==> src/rtl/digit_serial_adder.sv <==
// Digit-serial adder/subtractor: processes DIGIT bits per cycle, LSB slice first.
// Optional macro ADDER_SAT_EN saturates the result to signed max/min on overflow.
module digit_serial_adder #(
  parameter int WIDTH = 16,
  parameter int DIGIT = 4
) (
  input  logic             clk,
  input  logic             rst_n,
  input  logic             ena,
  input  logic             in_valid,
  output logic             in_ready,
  input  logic [WIDTH-1:0] a,
  input  logic [WIDTH-1:0] b,
  input  logic             sub,
  input  logic             cin,
  output logic             out_valid,
  input  logic             out_ready,
  output logic [WIDTH-1:0] sum,
  output logic             carry_out,
  output logic             overflow
);

  localparam int N  = WIDTH / DIGIT;
  localparam int CW = (N > 1) ? $clog2(N) : 1;

  // Handshake: a transfer happens on an enabled rising edge where valid and ready are both 1.
  typedef enum logic [1:0] {IDLE = 2'd0, BUSY = 2'd1, DONE = 2'd2} state_t;

  state_t           state, state_nxt;
  logic [CW-1:0]    cnt;
  logic             carry;
  logic [WIDTH-1:0] a_reg, b_reg, res;
  logic             cout_reg, ovf_reg;
  logic             last;

  logic [DIGIT-1:0] a_s, b_s, s_s;
  logic [DIGIT:0]   s_ext;
  logic             c_msb, s_cout, s_ovf;
  logic [WIDTH-1:0] res_shift, res_final;

  assign last = (cnt == CW'(N - 1));

  // Operands shift right each cycle, so the active slice always sits in the low digit.
  always_comb begin
    a_s       = a_reg[DIGIT-1:0];
    b_s       = b_reg[DIGIT-1:0];
    s_ext     = {1'b0, a_s} + {1'b0, b_s} + {{DIGIT{1'b0}}, carry};
    s_s       = s_ext[DIGIT-1:0];
    s_cout    = s_ext[DIGIT];
    c_msb     = a_s[DIGIT-1] ^ b_s[DIGIT-1] ^ s_s[DIGIT-1];
    s_ovf     = c_msb ^ s_cout;
    res_shift = res >> DIGIT;
    res_shift[WIDTH-1 -: DIGIT] = s_s;
    res_final = res_shift;
`ifdef ADDER_SAT_EN
    // On the final slice a_s[DIGIT-1] is still A's sign bit.
    if (s_ovf) res_final = a_s[DIGIT-1] ? {1'b1, {(WIDTH-1){1'b0}}}
                                        : {1'b0, {(WIDTH-1){1'b1}}};
`endif
  end

  always_ff @(posedge clk or negedge rst_n) begin
    if (!rst_n) state <= IDLE;
    else if (ena) state <= state_nxt;
  end

  always_comb begin
    state_nxt = state;
    case (state)
      IDLE:    if (in_valid) state_nxt = BUSY;
      BUSY:    if (last) state_nxt = DONE;
      DONE:    if (out_ready) state_nxt = IDLE;
      default: state_nxt = IDLE;
    endcase
  end

  always_comb begin
    in_ready  = (state == IDLE);
    out_valid = (state == DONE);
    sum       = out_valid ? res : '0;
    carry_out = out_valid & cout_reg;
    overflow  = out_valid & ovf_reg;
  end

  always_ff @(posedge clk or negedge rst_n) begin
    if (!rst_n) begin
      cnt      <= '0;
      carry    <= 1'b0;
      a_reg    <= '0;
      b_reg    <= '0;
      res      <= '0;
      cout_reg <= 1'b0;
      ovf_reg  <= 1'b0;
    end else if (ena) begin
      case (state)
        IDLE: if (in_valid) begin
          a_reg    <= a;
          b_reg    <= b ^ {WIDTH{sub}};
          carry    <= sub ? 1'b1 : cin;
          cnt      <= '0;
          res      <= '0;
          cout_reg <= 1'b0;
          ovf_reg  <= 1'b0;
        end
        BUSY: begin
          a_reg <= a_reg >> DIGIT;
          b_reg <= b_reg >> DIGIT;
          carry <= s_cout;
          cnt   <= cnt + CW'(1);
          if (last) begin
            res      <= res_final;
            cout_reg <= s_cout;
            ovf_reg  <= s_ovf;
          end else begin
            res <= res_shift;
          end
        end
        default: ;
      endcase
    end
  end

endmodule

==> config.mk <==
export PLATFORM = sky130hd
export DESIGN_NAME = digit_serial_adder
export DESIGN_NICKNAME = d
export VERILOG_FILES = /design/src/rtl/digit_serial_adder.sv
export SDC_FILE = /design/constraint.sdc
export NUM_CORES = 1
export LEC_CHECK = 0
export CORE_MARGIN = 1.5
export CORE_UTILIZATION = 58
export CTS_CLUSTER_DIAMETER = 50
export DETAILED_ROUTE_END_ITERATION = 6
export DONT_BUFFER_PORTS = 1
export PLACE_DENSITY = 0.73
export SYNTH_ARGS = -nofsm -noshare
export SYNTH_HDL_FRONTEND = slang
export SYNTH_SLANG_ARGS = --single-unit
==> constraint.sdc <==
create_clock -name clk -period 2.3 [get_ports clk]
set_input_delay 0.46 -clock clk [delete_from_list [all_inputs] [get_ports clk]]
set_output_delay 0.46 -clock clk [all_outputs]
set_load 0.02 [all_outputs]
Word-level counts from Yosys, hierarchy flattened
Cells that the tools add are included.

operators by class
  muxes and demuxes = 21
  reduce and logical (&&, ||, !) cells = 5
  add/sub/neg operators = 3
  bitwise logic cells = 6
  eq/ne operators = 6

operators by type and width
  kind                                                   count
  one-hot mux 16 bit (2 select lines)                    3
  two-way mux 16 bit                                     4
  bitwise XOR 16 bit                                     1
  two-way mux 2 bit                                      4
  AND reduction 4 bit                                    2
  one-hot mux 1 bit (2 select lines)                     3
  one-hot mux 2 bit (3 select lines)                     1
  adder 4 x 4 -> 5 bit                                   1
  adder 5 x 1 -> 5 bit                                   1
  two-way mux 1 bit                                      5
  equality test 2 bit, second input constant             2
  inequality test 2 bit, second input constant           2
  one-hot mux 2 bit (2 select lines)                     1
  AND reduction 3 bit                                    1
  bitwise XOR 1 bit                                      3
  adder 2 x 1 -> 2 bit, second input constant            1
  AND 1 bit                                              2
  equality test 2 x 1 -> 1 bit, second input constant    1
  logical NOT 2 bit                                      1
  inequality test 2 x 1 -> 1 bit, second input constant  1
  nonzero test 2 bit                                     1

word-level totals
  bits in registers = 55
  output and inout bits = 20
  logic and storage cells = 49
  input port bits = 39

Depth between registers and ports, before layout
  word-level depth = 6
  depth in mapped cells = 7
  depth with buffers taken out = 6

Worst setup path before layout
Ideal clock, no wire load.

  path type = register to register
  start point = reg carry
  end point = reg ovf_reg
  data required time = 2.178 ns
  setup slack = 0.359 ns
  arrival time = 1.820 ns
  cell stages (with the launch flop) = 7
  path through = dfrtp_1 > fa_1 > fa_1 > a21o_1 > a21oi_1 > xnor2_1 > o21ai_1

on the way
  longest elaborated chain between the ends = 5

RTL lines
  item                                    RTL line  RTL
  start, declared                         31        logic carry;
  start signal, assigned                  99        carry <= sub ? 1'b1 : cin;
  start signal, assigned                  108       carry <= s_cout;
  adder 5 x 1 -> 5 bit (*)                47        s_ext = {1'b0, a_s} + {1'b0, b_s} + {{DIGIT{1'b0}}, carry};
  bitwise XOR 1 bit                       50        c_msb = a_s[DIGIT-1] ^ b_s[DIGIT-1] ^ s_s[DIGIT-1];
  bitwise XOR 1 bit (*)                   51        s_ovf = c_msb ^ s_cout;
  two-way mux 1 bit (*)                   110       if (last) begin
  one-hot mux 1 bit (2 select lines) (*)  95        case (state)
  end signal, assigned                    113       ovf_reg <= s_ovf;
  end, declared                           33        logic cout_reg, ovf_reg;

Mark *: on every way between the ends. The rest lies on a longest branch, timed or not. The select of a mux whose other input is x is not followed.
A chain may end at the register's enable or synchronous reset.

Worst setup path in the final report
  start point = reg state[0]
  end point = out overflow

on the way
  longest elaborated chain between the ends = 2

RTL lines
  item                    RTL line  RTL
  start, declared         29        state_t state, state_nxt;
  start signal, assigned  64        else if (ena) state <= state_nxt;
  equality test 2 bit     79        out_valid = (state == DONE);
  AND 1 bit               82        overflow = out_valid & ovf_reg;
  end, declared           20        output logic overflow

Every way passes these cells.

==> results.toml <==
[worst_setup_path]
critPathBufInv = 1
critical_path.slowest_cell = "dfrtp_1"
cp.depth = 3
critPathCaptureType = "output port"
r2r_cells = 6
criticalPathCategory = "flop to output port"
slowest_delay_ns = 0.59
critical_path.top_delay_family = "flip-flops"
worstPathCellList = "nor2b_1, buf_4, and2_1"
rr_startpoint = "carry"
crit_start = "state[0]"
cp_max_fo = 19
critical_path_arrival_ns = 1.62
startpoint_type = "flop"
critPathRequiredTime_ns = 1.84

[power_and_ir_drop]
p_leak_nw = 1.28
p_per_area_nw_per_um2 = 1300
peakVddDrop_uv = 622
total_power_mw = 3.67

[timing]
min_period_ns = 2.08
skew_ns = 0.00705
period_share = 0.905
worst_slew_pin_slew_ns = 0.571
timing.hold.ws_ns = -0.00428
final-setup-viol-count = 0
rsz0062_at_grt = "false"
timing.fmax_mhz = 481
relSlewSlack = 0.619
setup_slack_ns = 0.219
report.final.slew_viol_count = 0
finalHoldViolations = 4
setup_tns_ns = 0

[clock_network]
htree_levels = 2
root_buffer = "clkbuf_8"
clk_pin_slew_worst_paths_ns = 0.09
clock_latency_ns = 0.31
cts_tree = "done"
cts_sinks = 55
clk_path_buf_depth = 2
cts_inserted_buffers = 5
post_cts_resized = 0

[drt]
wl_mm = 4.77
drcViolationCount = 0
vias = 1791
wl_per_cell_um = 16.2
drt-vias-per-instance = 6.09
drtIter0Drc = 130
ant_nets = 0
dr.pass1.iters = 4

[layout]
area.growth.synth_to_final_pct = 4.11
nNetsFinal = 286
fillers = 365
final_core_util = 0.638
diodes = 0
drive_gt1_frac = 0.0744

[logic_synthesis]
synth-seq-area-share = 0.509
ys_ff_latch = 55
yosys_warnings = 0
synth.avg_cell_area_um2 = 10.9
synth_cell_types = 30
synthesis.area_um2 = 2710
synth.net_count = 293
synth_cells = 248

[grt]
antenna_found_initial = 0
first_global_vias = 1669
grt_busiest_layer = "met2"
met3_usage = 0.0534
grt_first_pass_wirelength_mm = 8.07
gr-total-overflow = 0
grtUsageMet1 = 0.291
grt_use_met2 = 0.305
grt_max_degree = 56
grt_usage = 0.202

[worst_hold_path]
min_path_type = "input port to async pin"

[placement]
dp_hpwl_mm = 3.25
io_buffers = 0
post-place-ws_ns = 0.242
place.gp.congestion = 0.813

[floorplanning]
die_x_um = 71.3
dieArea_um2 = 5090
row_count = 24
io_pins = 59
start_util = 0.613
die_h_um = 71.3
core_area_um2 = 4410

[flow_run]
drv_cap = 0

[run_status]
outcome = "finished, violations left"
violations = "negative hold slack"
[metal layers]
metal	share of wire	routed length, um
met5	0	0
met4	0.012	58
met3	0.062	296
met2	0.47	2220
met1	0.46	2200
[cell families after synthesis]
kind of cell	share of synthesized area
AO/OA/AOI/OAI	0.192
buffers and inverters	0.0518
flip-flops	0.509
XOR/XNOR	0.0615
adder cells (fa/ha/maj)	0.0333
AND/OR/NAND/NOR	0.153
[area by class of cell]
cell class	instances	area, um2	share of cell area
repair buffers	6	65.1	0.0231
clock buffers	6	82.6	0.0293
multi-input cells	172	1190	0.422
flip-flops and latches	55	1380	0.488
inverters	1	3.75	0.00133
well taps	52	65.1	0.0231
clock inverters	2	35.0	0.0124
[worst register-to-register path: cells and delay by family, from the launching register on]
family	cells	cell delay, ns
fa+ha+maj	2	0.89
flops	1	0.41
compound gates	3	0.51
xor+xnor	1	0.16
[path summary, 6_finish.rpt]
path,to,slack [ns]
worst max-delay path,overflow,0.22
worst min-delay path,b_reg[5],-0.004
worst max register to register,ovf_reg,0.23
worst min register to register,a_reg[14],0.47
max in group asynchronous,a_reg[15],2.06
min in group clk,a_reg[14],0.29
[cells in the mapped netlist (all sizes together)]
master,count,share of area
ha,4,0.018
o221ai,1,0.0032
nand2,35,0.049
a22o,16,0.052
o21ai,22,0.045
xor2,14,0.045
nor2b,4,0.013
o31ai,4,0.011
o22ai,12,0.028
a21oi,2,0.0037
clkinv,1,0.0014
nor3b,12,0.033
fa,2,0.015
buf,16,0.045
clkbuf,4,0.0055
dfrtp,55,0.51
nand4,4,0.0092
and2,20,0.047
xnor2,5,0.016
a21o,2,0.0055
nor2,1,0.0014
a221o,12,0.044
[where the power goes]
part / internal (mW) / switching [mW]
registers: 1.39 / 0.321
logic: 0.613 / 0.684
clock network: 0.353 / 0.303
total: 2.36 / 1.31
[cells in the final DEF (no fill, tap or decap), types with 5 or more instances in the layout]
cell type,Yosys,final
nor3b_1,12,12
and2_1,19,19
o21ai_0,19,19
dfrtp_1,55,55
xnor2_1,5,5
clkbuf_8,0,6
a22o_1,16,16
nand2_1,35,35
a221o_1,12,12
o22ai_1,12,12
buf_4,2,5
xor2_1,14,14
[metrics by stage]
stage,cell area [um2],hold slack [ns],std cells
floorplan,2710,0.164,248
global placement,2670,0.166,285
detailed placement,2670,0.166,285
CTS,2820,0.00522,294
global route,2820,0.00895,294
finish,2820,-0.00428,294
[repair_timing]
item	in CTS	in global routing
endpoints found under the hold margin	55	0
endpoints found under the setup margin	0	0
hold buffers	1	0
setup buffers	0	0
(Power assumes the default switching activity.)
